### src/rtl/cmp_pkg.sv
// rtl/cmp_pkg.sv - shared comparator result encoding and sample decode helpers
//
// Package cmp_pkg
//   cmp_state_t      : committed comparator result (UNK=0, EQ=1, GT=2, LT=3)
//   CMP_RUN_W        : width of the debounce run counter (covers DEBOUNCE 1..15)
//   cmp_decode()     : priority decode of the three flags (gt > lt > eq, none -> EQ)
//   cmp_onehot()     : true when exactly one flag is high
package cmp_pkg;

  typedef enum logic [1:0] {
    CMP_UNK = 2'd0,
    CMP_EQ  = 2'd1,
    CMP_GT  = 2'd2,
    CMP_LT  = 2'd3
  } cmp_state_t;

  localparam int CMP_RUN_W = 4;

  // For a one-hot sample this is the exact class; for anything else it
  // resolves by priority so the default build always yields a usable class.
  function automatic cmp_state_t cmp_decode(input logic gt, input logic lt, input logic eq);
    cmp_state_t cls;
    if (gt)      cls = CMP_GT;
    else if (lt) cls = CMP_LT;
    else         cls = CMP_EQ;
    if (eq && !gt && !lt) cls = CMP_EQ;
    return cls;
  endfunction

  function automatic logic cmp_onehot(input logic gt, input logic lt, input logic eq);
    return (gt ^ lt ^ eq) && !(gt && lt && eq);
  endfunction

endpackage

### src/rtl/cmp_debounce.sv
// rtl/cmp_debounce.sv - candidate/run tracker that emits a one-cycle commit pulse
//
// Optional feature macro: CMP_MON_ONEHOT_CHECK_EN (reject non-one-hot samples)
// Ports
//   clk, rst_n            : clock, asynchronous active-low reset
//   in_valid              : flags valid this cycle
//   a_gt_b/a_lt_b/a_eq_b  : comparator flags
//   state                 : currently committed result (from the top)
//   commit                : combinational pulse, committing commit_class on this edge
//   commit_class          : class being committed
//   bad_sample            : combinational pulse, non-one-hot valid sample rejected
module cmp_debounce
  import cmp_pkg::*;
#(
  parameter int DEBOUNCE = 3
) (
  input  logic       clk,
  input  logic       rst_n,
  input  logic       in_valid,
  input  logic       a_gt_b,
  input  logic       a_lt_b,
  input  logic       a_eq_b,
  input  cmp_state_t state,
  output logic       commit,
  output cmp_state_t commit_class,
  output logic       bad_sample
);

  localparam logic [CMP_RUN_W-1:0] RUN_MAX = CMP_RUN_W'(DEBOUNCE);

  cmp_state_t           cand;
  cmp_state_t           cand_next;
  cmp_state_t           sample_class;
  logic [CMP_RUN_W-1:0] run;
  logic [CMP_RUN_W-1:0] run_next;
  logic                 sample_ok;

  always_comb begin
    sample_class = cmp_decode(a_gt_b, a_lt_b, a_eq_b);
`ifdef CMP_MON_ONEHOT_CHECK_EN
    sample_ok    = cmp_onehot(a_gt_b, a_lt_b, a_eq_b);
`else
    sample_ok    = 1'b1;
`endif
    cand_next  = cand;
    run_next   = run;
    bad_sample = 1'b0;
    if (in_valid) begin
      if (!sample_ok) begin
        cand_next  = CMP_UNK;
        run_next   = '0;
        bad_sample = 1'b1;
      end else if (sample_class == cand) begin
        if (run < RUN_MAX) run_next = run + 1'b1;
      end else begin
        cand_next = sample_class;
        run_next  = CMP_RUN_W'(1);
      end
    end
    // A saturated run on the already-committed class never re-commits
    // because the candidate then equals state.
    commit       = in_valid && sample_ok && (run_next == RUN_MAX) && (cand_next != state);
    commit_class = cand_next;
  end

  always_ff @(posedge clk or negedge rst_n) begin
    if (!rst_n) begin
      cand <= CMP_UNK;
      run  <= '0;
    end else begin
      cand <= cand_next;
      run  <= run_next;
    end
  end

endmodule

### src/rtl/cmp_result_monitor.sv
// rtl/cmp_result_monitor.sv - debounced comparator result monitor with change events
//
// Optional feature macro: CMP_MON_ONEHOT_CHECK_EN (err flags non-one-hot samples)
// Ports
//   clk, rst_n            : clock, asynchronous active-low reset
//   in_valid              : flags valid this cycle
//   a_gt_b/a_lt_b/a_eq_b  : comparator flags
//   clr                   : synchronous clear of evt_cnt, ovf, err
//   state                 : committed result
//   evt_valid/evt_ready   : change event handshake
//   evt_from/evt_to       : previous and new committed result of the pending event
//   evt_cnt               : committed changes, wraps
//   ovf                   : sticky, a commit was merged into a pending event
//   err                   : sticky, a non-one-hot sample was seen (feature build only)
module cmp_result_monitor
  import cmp_pkg::*;
#(
  parameter int DEBOUNCE = 3,
  parameter int CNT_W    = 8
) (
  input  logic             clk,
  input  logic             rst_n,
  input  logic             in_valid,
  input  logic             a_gt_b,
  input  logic             a_lt_b,
  input  logic             a_eq_b,
  input  logic             clr,
  output cmp_state_t       state,
  output logic             evt_valid,
  input  logic             evt_ready,
  output cmp_state_t       evt_from,
  output cmp_state_t       evt_to,
  output logic [CNT_W-1:0] evt_cnt,
  output logic             ovf,
  output logic             err
);

  logic       commit;
  logic       bad_sample;
  logic       coalesce;
  cmp_state_t commit_class;

  cmp_debounce #(
    .DEBOUNCE (DEBOUNCE)
  ) u_debounce (
    .clk          (clk),
    .rst_n        (rst_n),
    .in_valid     (in_valid),
    .a_gt_b       (a_gt_b),
    .a_lt_b       (a_lt_b),
    .a_eq_b       (a_eq_b),
    .state        (state),
    .commit       (commit),
    .commit_class (commit_class),
    .bad_sample   (bad_sample)
  );

  // An event still waiting (not accepted this cycle) absorbs the new commit.
  assign coalesce = commit && evt_valid && !evt_ready;

  always_ff @(posedge clk or negedge rst_n) begin
    if (!rst_n) begin
      state     <= CMP_UNK;
      evt_valid <= 1'b0;
      evt_from  <= CMP_UNK;
      evt_to    <= CMP_UNK;
    end else begin
      if (commit) begin
        state <= commit_class;
        if (coalesce) begin
          evt_to <= commit_class;
        end else begin
          evt_from  <= state;
          evt_to    <= commit_class;
          evt_valid <= 1'b1;
        end
      end else if (evt_valid && evt_ready) begin
        evt_valid <= 1'b0;
      end
    end
  end

  // bad_sample is constant low unless the one-hot check is built in, so err
  // stays at zero in the default build.
  always_ff @(posedge clk or negedge rst_n) begin
    if (!rst_n) begin
      evt_cnt <= '0;
      ovf     <= 1'b0;
      err     <= 1'b0;
    end else if (clr) begin
      evt_cnt <= '0;
      ovf     <= 1'b0;
      err     <= 1'b0;
    end else begin
      if (commit)     evt_cnt <= evt_cnt + CNT_W'(1);
      if (coalesce)   ovf     <= 1'b1;
      if (bad_sample) err     <= 1'b1;
    end
  end

endmodule

### config.mk
export PLATFORM = sky130hd
export DESIGN_NAME = cmp_result_monitor
export DESIGN_NICKNAME = d
export VERILOG_FILES = /design/src/rtl/cmp_pkg.sv /design/src/rtl/cmp_debounce.sv /design/src/rtl/cmp_result_monitor.sv
export SDC_FILE = /design/constraint.sdc
export NUM_CORES = 1
export LEC_CHECK = 0
export ABC_CLOCK_PERIOD_IN_PS = 3000
export BUFFER_PORTS_ARGS = -buffer_cell sky130_fd_sc_hd__buf_2
export CAP_MARGIN = 20
export CORE_ASPECT_RATIO = 0.8
export CORE_UTILIZATION = 50
export CTS_BUF_LIST = sky130_fd_sc_hd__clkbuf_4
export CTS_CLUSTER_DIAMETER = 100
export DETAILED_ROUTE_END_ITERATION = 16
export PLACE_DENSITY = 0.7
export SYNTH_ARGS = -nofsm -noshare
export SYNTH_HDL_FRONTEND = slang
export SYNTH_SLANG_ARGS = --single-unit
export TNS_END_PERCENT = 20
### constraint.sdc
create_clock -name clk -period 3 [get_ports clk]
set_input_delay 0.9 -clock clk [delete_from_list [all_inputs] [get_ports clk]]
set_output_delay 0.9 -clock clk [all_outputs]
set_load 0.02 [all_outputs]
# Yosys cells after proc, flatten, opt, wreduce, memory -nomap -nowiden

Cells that the tools add are included.

Flip-flop bits (word level): 20
Latch bits: 0
Memory bits (writable): 0
Memory bits (read-only): 0
Memories kept: 0

Add/sub/neg operators: 2
Multipliers: 0
Div/mod/pow operators: 0
Magnitude comparators: 1
Equal/unequal tests: 4
Shift operators: 0
Mux-type cells: 15
Bitwise logic cells: 1
Reduce and logical (&&, ||, !) cells: 15

Operators with widths:

| operator                                                   | count |
|---|---|
| two-way mux 8 bit                                          | 2 |
| two-way mux 4 bit                                          | 3 |
| two-way mux 2 bit                                          | 5 |
| adder 8 x 1 -> 8 bit, second input constant                | 1 |
| logical AND 1 bit                                          | 7 |
| nonzero test 2 bit                                         | 3 |
| two-way mux 1 bit                                          | 5 |
| adder 4 x 1 -> 4 bit, second input constant                | 1 |
| equality test 4 x 2 -> 1 bit, second input constant        | 1 |
| less-than comparator 4 x 2 -> 1 bit, second input constant | 1 |
| AND reduction 2 bit                                        | 2 |
| logical NOT 1 bit                                          | 3 |
| equality test 2 bit                                        | 1 |
| != test 2 bit                                              | 1 |
| != test 2 bit, second input constant                       | 1 |
| NOT 1 bit                                                  | 1 |

# Logic depth before layout (Yosys ltp)

Depth after elaboration: 14
Depth in mapped cells: 7
Gate-level depth less buffers: 6

# Hierarchy

A second synthesis with hierarchy kept.

Cell total of the unflattened synthesis: 98
Area, all modules: 1042.2 um2

Modules (own cells, without submodules):

| module             | instances | cells an instance | area an instance (um2) | seq. area each (um2) |
|---|---|---|---|---|
| cmp_result_monitor | 1         | 58                | 663.1                  | 375.4 |
| cmp_debounce       | 1         | 40                | 379.1                  | 150.1 |

# Worst setup path after synthesis

Ideal clock, no wire load.

Path type: in2reg
From: input port in_valid
To: register evt_from[0]
Library setup time: 125 ps
Arrival time: 2372 ps
Slack: 503 ps
Stages: 6
Path buffers: 1
Cell sequence: buf_2 > or3b_1 > o211ai_1 > a31oi_1 > or4b_4 > mux2_4

Longest elaborated chain between the ends: 8

Ends and longest elaborated chain:

| element                                  | RTL line                 | RTL |
|---|---|---|
| start, declared                          | cmp_result_monitor.sv:23 | `input logic in_valid,` |
| two-way mux 4 bit                        | cmp_debounce.sv:48       | `if (in_valid) begin` |
| equality test 4 x 2 -> 1 bit             | cmp_debounce.sv:62       | `commit = in_valid && sample_ok && (run_next == RUN_MAX) && (cand_next != state);` |
| logical AND 1 bit                        | cmp_debounce.sv:62       |  |
| logical AND 1 bit (*)                    | cmp_debounce.sv:62       |  |
| logical AND 1 bit (2 in a row)           | cmp_result_monitor.sv:59 | `assign coalesce = commit && evt_valid && !evt_ready;` |
| NOT 1 bit (no source line)               | n/a                      |  |
| AND reduction 2 bit (no source line) (*) | n/a                      |  |
| end signal, assigned                     | cmp_result_monitor.sv:73 | `evt_from <= state;` |
| end, declared                            | cmp_result_monitor.sv:31 | `output cmp_state_t evt_from,` |

Mark *: on every way between the ends. The rest lies on a longest branch, timed or not.
A chain may end at the register's enable or synchronous reset.

# Worst setup path after layout

From: input port a_lt_b
To: register evt_to[0]

Longest elaborated chain between the ends: 9

Ends and longest elaborated chain:

| element                                                | RTL line                     | RTL |
|---|---|---|
| start, declared                                        | cmp_result_monitor.sv:25     | `input logic a_lt_b,` |
| two-way mux 2 bit or logical NOT 1 bit (tied branches) | cmp_pkg.sv:24, cmp_pkg.sv:26 |  |
| two-way mux 2 bit or logical AND 1 bit (tied branches) | cmp_pkg.sv:23, cmp_pkg.sv:26 |  |
| two-way mux 2 bit (*)                                  | cmp_pkg.sv:26                | `if (eq && !gt && !lt) cls = CMP_EQ;` |
| equality test 2 bit                                    | cmp_debounce.sv:53           | `end else if (sample_class == cand) begin` |
| two-way mux 4 bit                                      | cmp_debounce.sv:53           |  |
| two-way mux 4 bit                                      | cmp_debounce.sv:48           |  |
| equality test 4 x 2 -> 1 bit                           | cmp_debounce.sv:62           |  |
| logical AND 1 bit (2 in a row)                         | cmp_debounce.sv:62           |  |
| end signal, assigned                                   | cmp_result_monitor.sv:71     | `evt_to <= commit_class;` |
| end signal, assigned                                   | cmp_result_monitor.sv:74     | `evt_to <= commit_class;` |
| end, declared                                          | cmp_result_monitor.sv:32     | `output cmp_state_t evt_to,` |

Marked as above.

==> flow_summary_export.csv <==
group,metric,value,unit
setup_path,crit_type,"primary input to flop",
route,drt_iter0_drc,24,
logic_synthesis,synth-seq-area-share,44.1,%
layout,regArea,500,µm²
setup_path,slowest_delay,0.56,ns
setup_path,arrival,2.59,ns
layout,n_antenna_cell,0,
setup_path,crit_buf_inv,1,
sta,setup_viol,0,
sta,grt_setup_unrepaired,"false",
die,num_io_pins,25,
die,core_area,2140,µm²
clocking,ctsHoldBuffers,0,
status,outcome,"finished clean",
sta,slew_headroom,57.8,%
setup_path,critPathSlowestCell,"nor3_1",
logic_synthesis,ys_warn_count,0,
route,antenna_left,0,
logic_synthesis,postSynthAreaPerCell,10.7,µm²
place,gp_congestion,0.744,
route,dr.pass1.iters,4,
clocking,cts_buffers,3,
setup_path,endpoint_kind,"flop",
global_route,antenna_found_initial,0,
layout,layout_commonest_cell,"buf_2",
die,die_height,44.6,µm
logic_synthesis,synth_top_cell_by_area,"dfrtp_1",
power,p_leak,0.624,nW
die,die_w,55.3,µm
clocking,cts_max_path_buffers,2,
clocking,clk_pin_slew,0.11,ns
sta,tightest_slew,0.629,ns
die,start_util,53.0,%
sta,fmaxAchievable,0.417,GHz
clocking,cts_resized,0,
logic_synthesis,ys_ff_latch,20,
route,wirelength,2180,µm
route,drc,0,
global_route,grt_overflow,0,
setup_path,cp_data_required_time,3.19,ns
global_route,grt_pass1_vias,793,
place,port_buffers,22,
route,avgViaCountPerCell,5.40,
setup_path,crit_fanout,9,
global_route,grt_pass1_wl,3720,µm
sta,hold_viol,0,
route,num_vias,831,
die,rows,15,
place,dp_hpwl,1590,µm
global_route,track_usage,19.8,%
sta,setup_tns,0,ns
sta,maxSlewViolCount,0,
logic_synthesis,synth.distinct_cells,37,
clocking,cts-htree-levels,1,
sta,layout_min_cycle_time,2.40,ns
flow_run,cap_violations,0,
layout,drive_above_1_share,33.3,%
setup_path,crit_family,"simple AND/OR/NAND/NOR gates",
clocking,clkLatencyLatePin,0.30,ns
logic_synthesis,synth_area_leaders,"dfrtp_1, mux2_2, mux2_4, nor2_1, o311ai_4",
layout,layout_common_cells,"buf_2, dfrtp_1, nor2_1",
setup_path,cp-start-kind,"primary input",
layout,area_delta_synth_final,14.0,%
clocking,tritoncts,"done",
layout,n_fill_cell,193,
logic_synthesis,netlist_area,1130,µm²
global_route,grt_max_degree,21,
power,vdd_drop_max,0.000524,V
sta,skew,0.00334,ns
logic_synthesis,synth_fp_nets,116,
logic_synthesis,netlist_instances,106,
logic_synthesis,synth_top_cell_area_share,44.1,%
clocking,cts_setup_buffers,0,
die,die_area,2470,µm²
clocking,cts-root-buf,"clkbuf_4",
sta,min_period_over_period,79.8,%
power,power_density,702,nW/µm²
power,power,0.908,mW
setup_path,crit_chain,"buf_2 > xor2_1 > o311ai_4 > nand2_4 > nor3_1 > mux2_2",
clocking,clock_sinks,20,
layout,multiInputGateArea,584,µm²
layout,nets,140,
route,routedWlPerCell,14.2,µm
worst_hold_path,hold_path.class,"primary input to async pin",
## synth_stat cells
library cell  count
mux2i_1           2
xor2_1            1
inv_1             3
nand2_4           1
clkbuf_1          3
nand2b_1          2
a21oi_1           4
nor4_1            4
nand4_1           2
nor2_1            8
buf_4             3
xnor2_1           3
or4_1             3
and3_1            2
o31ai_1           3
ha_1              2
or3b_1            1
dfrtp_1          20
o311ai_4          1
o21bai_1          1
conb_1            1
and2_1            2
a31oi_1           2
nand3b_1          1
or4b_4            1
nor3_1            1
nor4b_1           1
nand3_1           5
mux2_4            3
nor2b_1           4
o211ai_1          1
nor4b_4           1
buf_2             1
a22o_1            1
nand2_1           5
and2_2            1
mux2_2            6
## path summary, 6_finish.rpt
path | depth (start not counted) | start | slack (ns) | end
max | 6 | a_lt_b | 0.60 | evt_to[0]
min | 1 | rst_n | 0.53 | evt_cnt[4]
max reg2reg | 6 | u_debounce.run[0] | 0.60 | evt_to[0]
min reg2reg | 1 | evt_from[1] | 0.53 | evt_from[1]
max in group asynchronous | 1 | rst_n | 2.16 | evt_to[0]
min in group clk | 1 | evt_from[1] | 0.53 | evt_from[1]
## sequential cells by signal, summed over array words and instances (netlist names)
name,cells
evt_from,2
evt_to,2
u_debounce.cand,2
u_debounce.run,4
evt_cnt,8
ovf,1
evt_valid,1
## worst register-to-register path: stages (launching register included)
cell and delay (ns):
dfrtp_1 0.43, ha_1 0.26, nor4b_4 0.29, mux2_4 0.25, nand2_4 0.09, nor3_1 0.56
mux2_2 0.41
## layout make-up
| type | count | area share (%) |
|---|---|---|
| Clock buffer | 3 | 1.74 |
| Clock inverter | 1 | 0.290 |
| Sequential cell | 20 | 38.7 |
| Inverter | 3 | 0.870 |
| Tap cell | 25 | 2.42 |
| Multi-Input combinational cell | 76 | 45.2 |
| Timing Repair Buffer | 26 | 10.8 |
## metrics by stage
stage	utilization (%)	std cells	area (µm²)	setup WS (ns)	hold slack, ns
final	60.5	154	1290	0.605	0.526
after floorplan	-	106	1130	0.503	0.533
after CTS	60.5	154	1290	0.594	0.526
after detailed placement	59.2	150	1270	0.288	0.491
after global placement	59.2	150	1270	0.281	0.495
after global routing	60.5	154	1290	0.449	0.548
## kinds of logic after synthesis
logic type / count (synthesis) / synth area share (%)
AO/OA/AOI/OAI: 13 / 9.26
multiplexers: 11 / 11.7
other: 1 / 0.330
flip-flops: 20 / 44.1
XOR/XNOR: 4 / 3.09
buffers and inverters: 10 / 4.41
adder cells (fa/ha/maj): 2 / 2.20
AND/OR/NAND/NOR: 45 / 24.9
## power by group
| group | internal [mW] | switching [mW] |
|---|---|---|
| sequential | 0.318 | 0.0542 |
| combinational | 0.175 | 0.232 |
| clock | 0.0485 | 0.0798 |
## metal layers
metal / share of wire [%] / GRT usage, % / vias up
met5: 0 / 0 / -
met4: 0.55 / 3.00 / 0
met3: 3.1 / 6.14 / 2
met2: 46 / 31.3 / 13
met1: 50 / 27.8 / 392
li1: - / - / 424
Power figures use the tool's default switching activity.
